## src/rtl/dmem_arbiter.sv

```systemverilog
// Arbitrates the single data-memory port between the pipeline MEM stage and an
// external burst port; the CPU has priority, with a starvation counter forcing ext beats.
module dmem_arbiter #(
    parameter int DATA_W     = 64,
    parameter int ADDR_W     = 64,
    parameter int LEN_W      = 4,
    parameter int STARVE_MAX = 4
) (
    input  logic              clk,
    input  logic              arst_n,
    input  logic              cpu_ren,
    input  logic              cpu_wen,
    input  logic [ADDR_W-1:0] cpu_addr,
    input  logic [DATA_W-1:0] cpu_wdata,
    output logic [DATA_W-1:0] cpu_rdata,
    output logic              cpu_stall,
    input  logic              ext_start,
    input  logic              ext_write,
    input  logic [ADDR_W-1:0] ext_addr,
    input  logic [LEN_W-1:0]  ext_len,
    input  logic [DATA_W-1:0] ext_wdata,
    output logic              ext_beat,
    output logic [DATA_W-1:0] ext_rdata,
    output logic              ext_busy,
    output logic              ext_done,
    output logic [ADDR_W-1:0] mem_addr,
    output logic              mem_ren,
    output logic              mem_wen,
    output logic [DATA_W-1:0] mem_wdata,
    input  logic [DATA_W-1:0] mem_rdata
);

    localparam int SW = (STARVE_MAX < 1) ? 1 : $clog2(STARVE_MAX + 1);

    typedef enum logic [1:0] {
        IDLE,
        BURST,
        DONE
    } state_t;

    state_t            state_q, state_d;
    logic [LEN_W-1:0]  beat_cnt;
    logic [LEN_W-1:0]  len_q;
    logic [ADDR_W-1:0] addr_q;
    logic              ext_write_q;
    logic [SW-1:0]     starve_cnt;

    logic in_burst;
    logic cpu_act;
    logic ext_win;
    logic last_beat;

    assign in_burst  = (state_q == BURST);
    assign cpu_act   = cpu_ren | cpu_wen;
    assign ext_win   = in_burst && (!cpu_act || (starve_cnt == SW'(STARVE_MAX)));
    assign last_beat = (beat_cnt == len_q);

    // NOTE: every always_comb output gets a default first so no path can infer a latch.
    always_comb begin
        state_d = state_q;
        case (state_q)
            IDLE:    if (ext_start) state_d = BURST;
            BURST:   if (ext_win && last_beat) state_d = DONE;
            DONE:    state_d = IDLE;
            default: state_d = IDLE;
        endcase
    end

    // Port mux: the ext beat owns the port only when it wins; otherwise mem_* mirror the CPU.
    always_comb begin
        mem_addr  = cpu_addr;
        mem_wen   = cpu_wen;
        mem_ren   = cpu_ren & ~cpu_wen;
        mem_wdata = cpu_wdata;
        cpu_rdata = '0;
        ext_rdata = '0;
        ext_beat  = 1'b0;
        cpu_stall = 1'b0;
        ext_busy  = in_burst;
        ext_done  = (state_q == DONE);
        if (ext_win) begin
            mem_addr  = addr_q + (ADDR_W'(beat_cnt) << 3);
            mem_wen   = ext_write_q;
            mem_ren   = ~ext_write_q;
            mem_wdata = ext_wdata;
            ext_beat  = 1'b1;
            cpu_stall = cpu_act;
            if (!ext_write_q) ext_rdata = mem_rdata;
        end else if (cpu_ren && !cpu_wen) begin
            cpu_rdata = mem_rdata;
        end
    end

    // NOTE: sequential state uses non-blocking assignments; reset is sampled on the clock edge.
    always_ff @(posedge clk) begin
        if (!arst_n) begin
            state_q     <= IDLE;
            beat_cnt    <= '0;
            len_q       <= '0;
            addr_q      <= '0;
            ext_write_q <= 1'b0;
            starve_cnt  <= '0;
        end else begin
            state_q <= state_d;
            if (state_q == IDLE && ext_start) begin
                addr_q      <= ext_addr;
                len_q       <= ext_len;
                ext_write_q <= ext_write;
                beat_cnt    <= '0;
            end
            if (ext_win) begin
                beat_cnt <= last_beat ? '0 : beat_cnt + LEN_W'(1);
            end
            // Count only cycles where the CPU beat a pending ext beat; saturate at the limit.
            if (!in_burst || ext_win) begin
                starve_cnt <= '0;
            end else if (starve_cnt != SW'(STARVE_MAX)) begin
                starve_cnt <= starve_cnt + SW'(1);
            end
        end
    end

endmodule

```

## config.mk

```make
export PLATFORM = sky130hd
export DESIGN_NAME = dmem_arbiter
export DESIGN_NICKNAME = d
export VERILOG_FILES = /design/src/rtl/dmem_arbiter.sv
export SDC_FILE = /design/constraint.sdc
export NUM_CORES = 1
export LEC_CHECK = 0
export CAP_MARGIN = 20
export CORE_AREA = 5 5 225 227
export CTS_BUF_LIST = sky130_fd_sc_hd__clkbuf_2
export DETAILED_ROUTE_END_ITERATION = 7
export DIE_AREA = 0 0 230 232
export DONT_BUFFER_PORTS = 1
export PLACE_DENSITY = 0.31
export SYNTH_ARGS = -nofsm -noshare
export SYNTH_HDL_FRONTEND = slang
export SYNTH_SLANG_ARGS = --single-unit
```

## constraint.sdc

```tcl
create_clock -name clk -period 2.9 [get_ports clk]
set_input_delay 0.58 -clock clk [delete_from_list [all_inputs] [get_ports clk]]
set_output_delay 0.58 -clock clk [all_outputs]
set_load 0.005 [all_outputs]
```

; Word level (Yosys, flattened, before mapping)
; Index checks and enable logic that the tools add are counted.
[op_classes]
n_addsub = 3
eq_ne = 7
n_mux = 16
bitwise_logic = 5
n_reduce_logical = 13
[ops]
columns = operator, n
row1 = 64-bit 2-to-1 mux, 6
row2 = 64-bit by 7-bit adder with 64-bit output, 1
row3 = 4-bit 2-to-1 mux, 3
row4 = 4-bit by 1-bit adder with 4-bit output (second input constant), 1
row5 = 4-bit equality test, 1
row6 = 1-bit logical AND, 4
row7 = 1-bit 2-to-1 mux, 4
row8 = 2-bit 2-to-1 mux, 2
row9 = 2-bit one-hot mux with 2 select lines, 1
row10 = 3-bit by 1-bit adder with 3-bit output (second input constant), 1
row11 = 3-bit equality test (second input constant), 1
row12 = 1-bit logical NOT, 3
row13 = 3-bit inequality test (second input constant), 1
row14 = 1-bit NOT, 3
row15 = 2-bit by 1-bit equality test with 1-bit output (second input constant), 1
row16 = 2-bit equality test (second input constant), 1
row17 = 2-bit logical NOT, 1
row18 = 1-bit logical OR, 2
row19 = 2-bit by 1-bit inequality test with 1-bit output (second input constant), 1
row20 = 2-bit inequality test (second input constant), 1
row21 = 2-bit AND reduction, 1
row22 = 2-bit nonzero test, 1
row23 = 2-bit OR reduction, 1
row24 = 1-bit bitwise AND, 1
row25 = 1-bit OR, 1
[totals]
reg_bits = 78
in_bits = 330
out_inout_bits = 262
wordCells = 50

; Depth between registers and ports, before layout
; Gate-level depths: netlist of run 1.
[logic_depth]
depth_word = 7
mapped_depth = 10
ltp_nobuf = 9

; Least setup slack after synthesis of run 1
; Ideal clock, no wire load.
[synth_path]
path_type = register -> output
startpoint = register beat_cnt[0]
endpoint = output port mem_addr[43]
t_arrival_ps = 2536
required_time_ps = 2320
path_slack_ps = -216
path_stages_with_launch = 11
path_buffers = 1
cell_sequence = dfxtp_1 > ha_1 > inv_1 > fa_1 > nand2b_1 > a211oi_2 > nand3_1 > clkbuf_1 > nor4_1 > xnor2_1 > o21ai_1
[synth_via]
elab_chain_len = 2
[synth_rtl]
columns = item, line_no
row1 = "start, declared", 42  ; logic [LEN_W-1:0] beat_cnt;
row2 = "start signal, assigned", 112  ; beat_cnt <= last_beat ? '0 : beat_cnt + LEN_W'(1);
row3 = 64-bit by 7-bit adder with 64-bit output, 82  ; mem_addr = addr_q + (ADDR_W'(beat_cnt) << 3);
row4 = 64-bit 2-to-1 mux, 81  ; if (ext_win) begin
row5 = "end, declared", 26  ; output logic [ADDR_W-1:0] mem_addr,
; No other way between the ends.

; Worst setup path in the final report of run 1
[layout_path]
startpoint = register beat_cnt[0]
endpoint = output port mem_addr[57]
; The elaborated chain is that of the path after synthesis.

==> results of run 1 <==
## state kept, by name, indices dropped and copies added, names as in the netlist
signal and flops:
ext_write_q 1, addr_q 64, starve_cnt 3, beat_cnt 4
state_q 2, len_q 4
## path summary, 6_finish.rpt
kind	startpoint	to	slack, ns
setup reg to reg	starve_cnt[0]	beat_cnt[3]	0.97
hold / removal	ext_len[2]	len_q[2]	0.11
setup / recovery	beat_cnt[0]	mem_addr[57]	-0.62
hold reg to reg	addr_q[20]	addr_q[20]	0.50
## power by group through the flow
stage,Combinational (mW),Sequential [mW],Clock (mW)
4_1_cts,1.14,1.21,0.824
3_3_place_gp,0.668,1.22,0
3_5_place_dp,0.663,1.22,0
5_1_grt,1.30,1.22,0.852
2_1_floorplan,0.419,1.22,0
6_report,1.21,1.21,0.758
## kinds of logic after synthesis
logic type,count (synthesis),share of synthesized area
and+or+nand+nor,685,0.4754
AOI/OAI and AO/OA,144,0.1406
buffers and inverters,88,0.05086
DFF,78,0.2342
xor gates and xnor gates,63,0.08277
adders and majority gates,8,0.01614
## per-stage QoR
stage / hold slack, ns / power, mW / setup TNS [ns] / util
floorplan: 0.4173 / 1.636 / 0 / -
global placement: 0.4313 / 1.891 / -0.02073 / 0.1619
detailed placement: 0.4395 / 1.885 / -0.09672 / 0.1619
CTS: 0.01337 / 3.171 / -71.77 / 0.2460
global route: 0.03103 / 3.378 / -77.54 / 0.2658
finish: 0.1112 / 3.181 / -30.63 / 0.2658
## area by class of cell
class	instances	area, sq um	area share
repair buffers	242	3247	0.2522
flip-flops and latches	78	1597	0.1240
inverters	17	71.32	0.005539
clock inverters	6	86.33	0.006705
diodes	1	2.502	0.0001943
well taps	622	778.2	0.06044
clock buffers	10	50.05	0.003887
multi-input cells	901	7044	0.5471
## cell usage in the layout, fill, tap and decap left out, types with 3 or more instances in the layout
| cell type | instances |
|---|---|
| a21boi_0 | 70 |
| and2_1 | 3 |
| and2_4 | 127 |
| and3_1 | 7 |
| buf_12 | 33 |
| buf_16 | 19 |
| buf_4 | 69 |
| buf_6 | 25 |
| buf_8 | 12 |
| bufbuf_16 | 3 |
| clkbuf_16 | 12 |
| clkbuf_2 | 10 |
| dfxtp_1 | 52 |
| dfxtp_2 | 25 |
| dlygate4sd3_1 | 68 |
| ha_4 | 5 |
| inv_1 | 13 |
| inv_2 | 3 |
| nand2_1 | 257 |
| nand2_2 | 58 |
| nand2_4 | 112 |
| nand2_8 | 6 |
| nand3_1 | 20 |
| nand4_1 | 13 |
| nor2_1 | 14 |
| nor2_2 | 3 |
| nor2_4 | 6 |
| nor3_2 | 5 |
| nor3_4 | 15 |
| nor4_4 | 16 |
| o21ai_1 | 43 |
| o21ai_2 | 16 |
| xnor2_1 | 39 |
| xnor2_2 | 11 |
| xnor2_4 | 3 |
| xor2_1 | 7 |
## routing by layer
| layer | vias up | routed length (um) | track usage |
|---|---|---|---|
| met5 | - | 13 | 0 |
| met4 | 2 | 683 | 0.03157 |
| met3 | 30 | 1980 | 0.02494 |
| met2 | 319 | 21920 | 0.2453 |
| met1 | 3988 | 18080 | 0.1814 |
| li1 | 3816 | - | - |
## what timing repair did
item | CTS | global route
gates resized for setup | 494 | 256
cloned | 33 | 15
endpoints found under the hold margin | 75 | 0
pin swaps | 217 | 193
buffers inserted | 59 | 24
hold buffers | 69 | 0
endpoints found under the setup margin | 259 | 259
## worst max-delay path: cells and delay by family (launching register included)
family,cells,cell delay [ns]
AND/OR/NAND/NOR,3,0.58
adder cells (fa/ha/maj),2,0.47
AO/OA/AOI/OAI,2,0.46
flip-flops,1,0.42
buffers and inverters,2,0.22
XOR/XNOR,1,0.11
==> impl_metrics.ini, run 1 <==
[floorplan]
row_count = 81
die_h_um = 232
start_util = 0.1376
core-area_sq_um = 48440
die_area_sq_um = 53360
die_w_um = 230
pin_count = 592

[yosys]
yosys.area.top_type_share = 0.2432
synth_edf_count = 0
synth_ff_type = dfxtp_1
yosys_warnings = 0
synth-async-reset-ratio = 0
ys_types = 41
synth_area_sq_um = 6666
synth.top_cells.by_count = 432 x nand2_1, 130 x and2_1, 78 x dfxtp_1
ys_seq_area_frac = 0.2342
syn_avg_cell_area_sq_um = 6.254
syn_inst = 1066
yosysTopAreaCell = nand2_1
yosysMostFrequentCell = nand2_1
mappedNetlistNets = 1404
synth_area_leaders = nand2_1 24%, dfxtp_1 23%, and2_1 12%, a21boi_0 7.9%, xnor2_1 7.0%
ys_ff_latch = 78

[run]
drv_cap = 0

[pwr]
p_int_mw = 2.035
p_leak_nw = 5.480
power_frac_clock = 0.238
pwr-share-seq = 0.381
p_sw_mw = 1.146
switching_share = 0.3602
powerDensity_nw_per_um2 = 247.0
p_comb_frac = 0.381
peakVddDrop_mv = 0.1710

[placement]
dp_hpwl_um = 26890
place_congestion = 0.7737
port_buffers = 0
dpl.cell_count = 1683
placed_cell_area_sq_um = 7844
pre_cts_ws_ns = -0.08078

[sta]
finalCritPeriodShare = 1.215
skew_ns = 0.03077
final.setup.worst_slack_ns = -0.6246
setup_viol = 224
report.final.slew_viol_count = 0
period_minus_slack_ns = 3.525
tightest_slew_ns = 0.7898
rsz0062_at_grt = true
fmax_mhz = 283.7
hold_violations = 0
relSlewSlack = 0.4735

[clocking]
cts_buffer_depth = 2
clkLatencyLatePin_ns = 0.64
cts_tree = yes
clk_pin_slew_ns = 0.28
cts_max_level = 3
numCtsBuffers = 9
cts_sinks = 78
clock-root-buffer = clkbuf_2

[global_route]
grt_pass1_wl_um = 56170
antenna_found_initial = 3
grt_max_degree = 75
track_usage = 0.1405
grt_pass1_vias = 8531
grt-ovfl-total = 0

[hold_path]
hold_path_class = input port to register
hold_depth = 2

[finish]
fin_nets = 1587
area_growth_pct = 93.15
drive_gt1_frac = 0.5032
nFillCells = 5233
fin_area_sq_um = 12880
layout.cells.non_filler = 1877

[setup_path]
critPathArrivalTime_ns = 2.94
max_stage_delay_ns = 0.42
setup.worst_path.end_class = output port
worstRegToRegCells = 12
critPathKind = register to output port
crit_chain = ha_4, inv_2, fa_2, nand2b_4, a211oi_4, nand3_4, buf_12, nor4_4, xnor2_1, o21ai_1
cp_max_fo = 10
worst_path_max_delay_cell = dfxtp_2
worst_ep_required_time_ns = 2.32
startpoint_type = register

[run_status]
failed_checks = negative setup slack
outcome = finished with violations

[routing]
initialDrtViolationCount = 451
wl_um = 42680
dr.pass1.iters = 5
ant_nets = 0
drc = 0
routedWlPerCell_um = 22.74
num_vias = 8155
via_per_inst = 4.345
No activity file was read; power rests on OpenSTA's default activity.
==> inputs of run 2 (changes only) <==
--- a/config.mk
+++ b/config.mk
@@ -7,7 +7,7 @@
 export LEC_CHECK = 0
 export CAP_MARGIN = 20
 export CORE_AREA = 5 5 225 227
-export CTS_BUF_LIST = sky130_fd_sc_hd__clkbuf_2
+export CTS_BUF_LIST = sky130_fd_sc_hd__clkbuf_2 sky130_fd_sc_hd__clkbuf_4 sky130_fd_sc_hd__clkbuf_8
 export DETAILED_ROUTE_END_ITERATION = 7
 export DIE_AREA = 0 0 230 232
 export DONT_BUFFER_PORTS = 1
==> impl_metrics.ini, run 2 (synthesis results as in run 1) <==
[routing]
wl_um = 33950
ant_nets = 0
dr.pass1.iters = 4
num_vias = 7270
routedWlPerCell_um = 19.68
initialDrtViolationCount = 440
via_per_inst = 4.214
drc = 0

[floorplan]
die_area_sq_um = 53360
die_h_um = 232
die_w_um = 230
row_count = 81
core-area_sq_um = 48440
pin_count = 592
start_util = 0.1376

[sta]
rsz0062_at_grt = true
period_minus_slack_ns = 3.210
report.final.slew_viol_count = 0
relSlewSlack = 0.5298
final.setup.worst_slack_ns = -0.3097
tightest_slew_ns = 0.7053
skew_ns = 0.01179
hold_violations = 0
fmax_mhz = 311.6
setup_viol = 40
finalCritPeriodShare = 1.107

[run_status]
failed_checks = negative setup slack
outcome = finished with violations

[clocking]
cts_buffer_depth = 2
clkLatencyLatePin_ns = 0.39
cts_max_level = 3
cts_sinks = 78
clock-root-buffer = clkbuf_8
clk_pin_slew_ns = 0.10
cts_tree = yes
numCtsBuffers = 9

[pwr]
powerDensity_nw_per_um2 = 315.9
p_comb_frac = 0.245
total_power_mw = 2.875
p_leak_nw = 3.739
pwr-share-seq = 0.417
switching_share = 0.3372
p_int_mw = 1.906
power_frac_clock = 0.338
p_sw_uw = 969.3
peakVddDrop_mv = 0.1633

[setup_path]
r2r_setup_slack_ns = 1.21
worstReg2RegStart = starve_cnt[0]
worst_ep_required_time_ns = 2.32
cp_max_fo = 10
setup.worst_path.start = beat_cnt[0]
startpoint_type = register
critPathKind = register to output port
critPathArrivalTime_ns = 2.63
setup.worst_path.end_class = output port

[finish]
layout_commonest_cell = nand2_1
fin_area_sq_um = 9100
largest_reg_flops = 64
area_growth_pct = 36.51
multi_input_area_sq_um = 5532
fin_nets = 1436
top_register = addr_q
nFillCells = 5538
top_regs = addr_q x64, beat_cnt x4, len_q x4
final_cell_mix = 427 x nand2_1, 128 x and2_1, 70 x a21boi_0
regArea_sq_um = 1579
drive_gt1_frac = 0.2022
antenna_cells = 0

[global_route]
grt-ovfl-total = 0
antenna_found_initial = 0
grt_max_degree = 80
grt_pass1_wl_um = 45950
track_usage = 0.1134
grt_pass1_vias = 7155

[placement]
port_buffers = 0
place_congestion = 0.7737
placed_cell_area_sq_um = 7844
dp_hpwl_um = 26890
pre_cts_ws_ns = -0.08078

[run]
drv_cap = 0

[hold_path]
hold_path_class = input port to register
hold_start = ext_addr[63]
==> run 2: changes by cell type in the layout (fill, tap and decap cells not counted), moves of 17 or more <==
cell / change
and2_4: -126
buf_12: -22
dlygate4sd3_1: -68
nand2_1: +170
nand2_4: -111
buf_16: -17
nand2_2: -55
and2_1: +125
==> run 2: worst max-delay path: stages, from the launching register on <==
cell      delay (ns)
dfxtp_2         0.36
ha_4            0.14
inv_2           0.03
fa_2            0.33
nand2b_4        0.16
a211oi_4        0.29
nand3_4         0.14
buf_12          0.19
nor4_4          0.28
xnor2_1         0.11
o21ai_1         0.18
==> run 2: layout make-up <==
class	count	share of cell area
Sequential cell	78	0.1735
Clock inverter	6	0.009487
Clock buffer	10	0.01444
Multi-Input combinational cell	901	0.6079
Inverter	17	0.007287
Tap cell	622	0.08552
Timing Repair Buffer	91	0.1019
==> run 2: layer usage <==
layer / up-vias / wire [um] / GRT usage
met1: 3436 / 14210 / 0.1482
li1: 3496 / - / -
met3: 27 / 1868 / 0.02556
met5: - / 0 / 0
met4: 0 / 747 / 0.02840
met2: 311 / 17130 / 0.1903
==> run 2: worst paths after layout <==
path                    to  cells after the start
min reg2reg  starve_cnt[0]                      1
min             addr_q[63]                      2
max reg2reg    beat_cnt[3]                      9
max           mem_addr[61]                     10
==> run 2: repair_timing <==
action                                  CTS  global route
pin swaps                                27            66
hold buffers                              0             0
gates resized for setup                 116            73
gates cloned                              3             4
setup buffers                            11             9
endpoints found under the setup margin   54           122
==> run 2: through the flow <==
step | instances | TNS, ns | utilization | hold slack, ns
4_1_cts | 1713 | -11.18 | 0.1785 | 0.2588
3_5_place_dp | 1683 | -0.09672 | 0.1619 | 0.4395
6_report | 1725 | -6.661 | 0.1878 | 0.3149
3_3_place_gp | 1683 | -0.02073 | 0.1619 | 0.4313
5_1_grt | 1725 | -13.23 | 0.1878 | 0.2761
2_1_floorplan | 1066 | 0 | - | 0.4173
==> run 2: power groups by stage <==
stage          sequential (mW)  clock (mW)  combinational [mW]
2_1_floorplan             1.22           0               0.419
3_3_place_gp              1.22           0               0.668
3_5_place_dp              1.22           0               0.663
4_1_cts                   1.20        1.05               0.683
5_1_grt                   1.21        1.08               0.787
6_report                  1.20       0.971               0.704
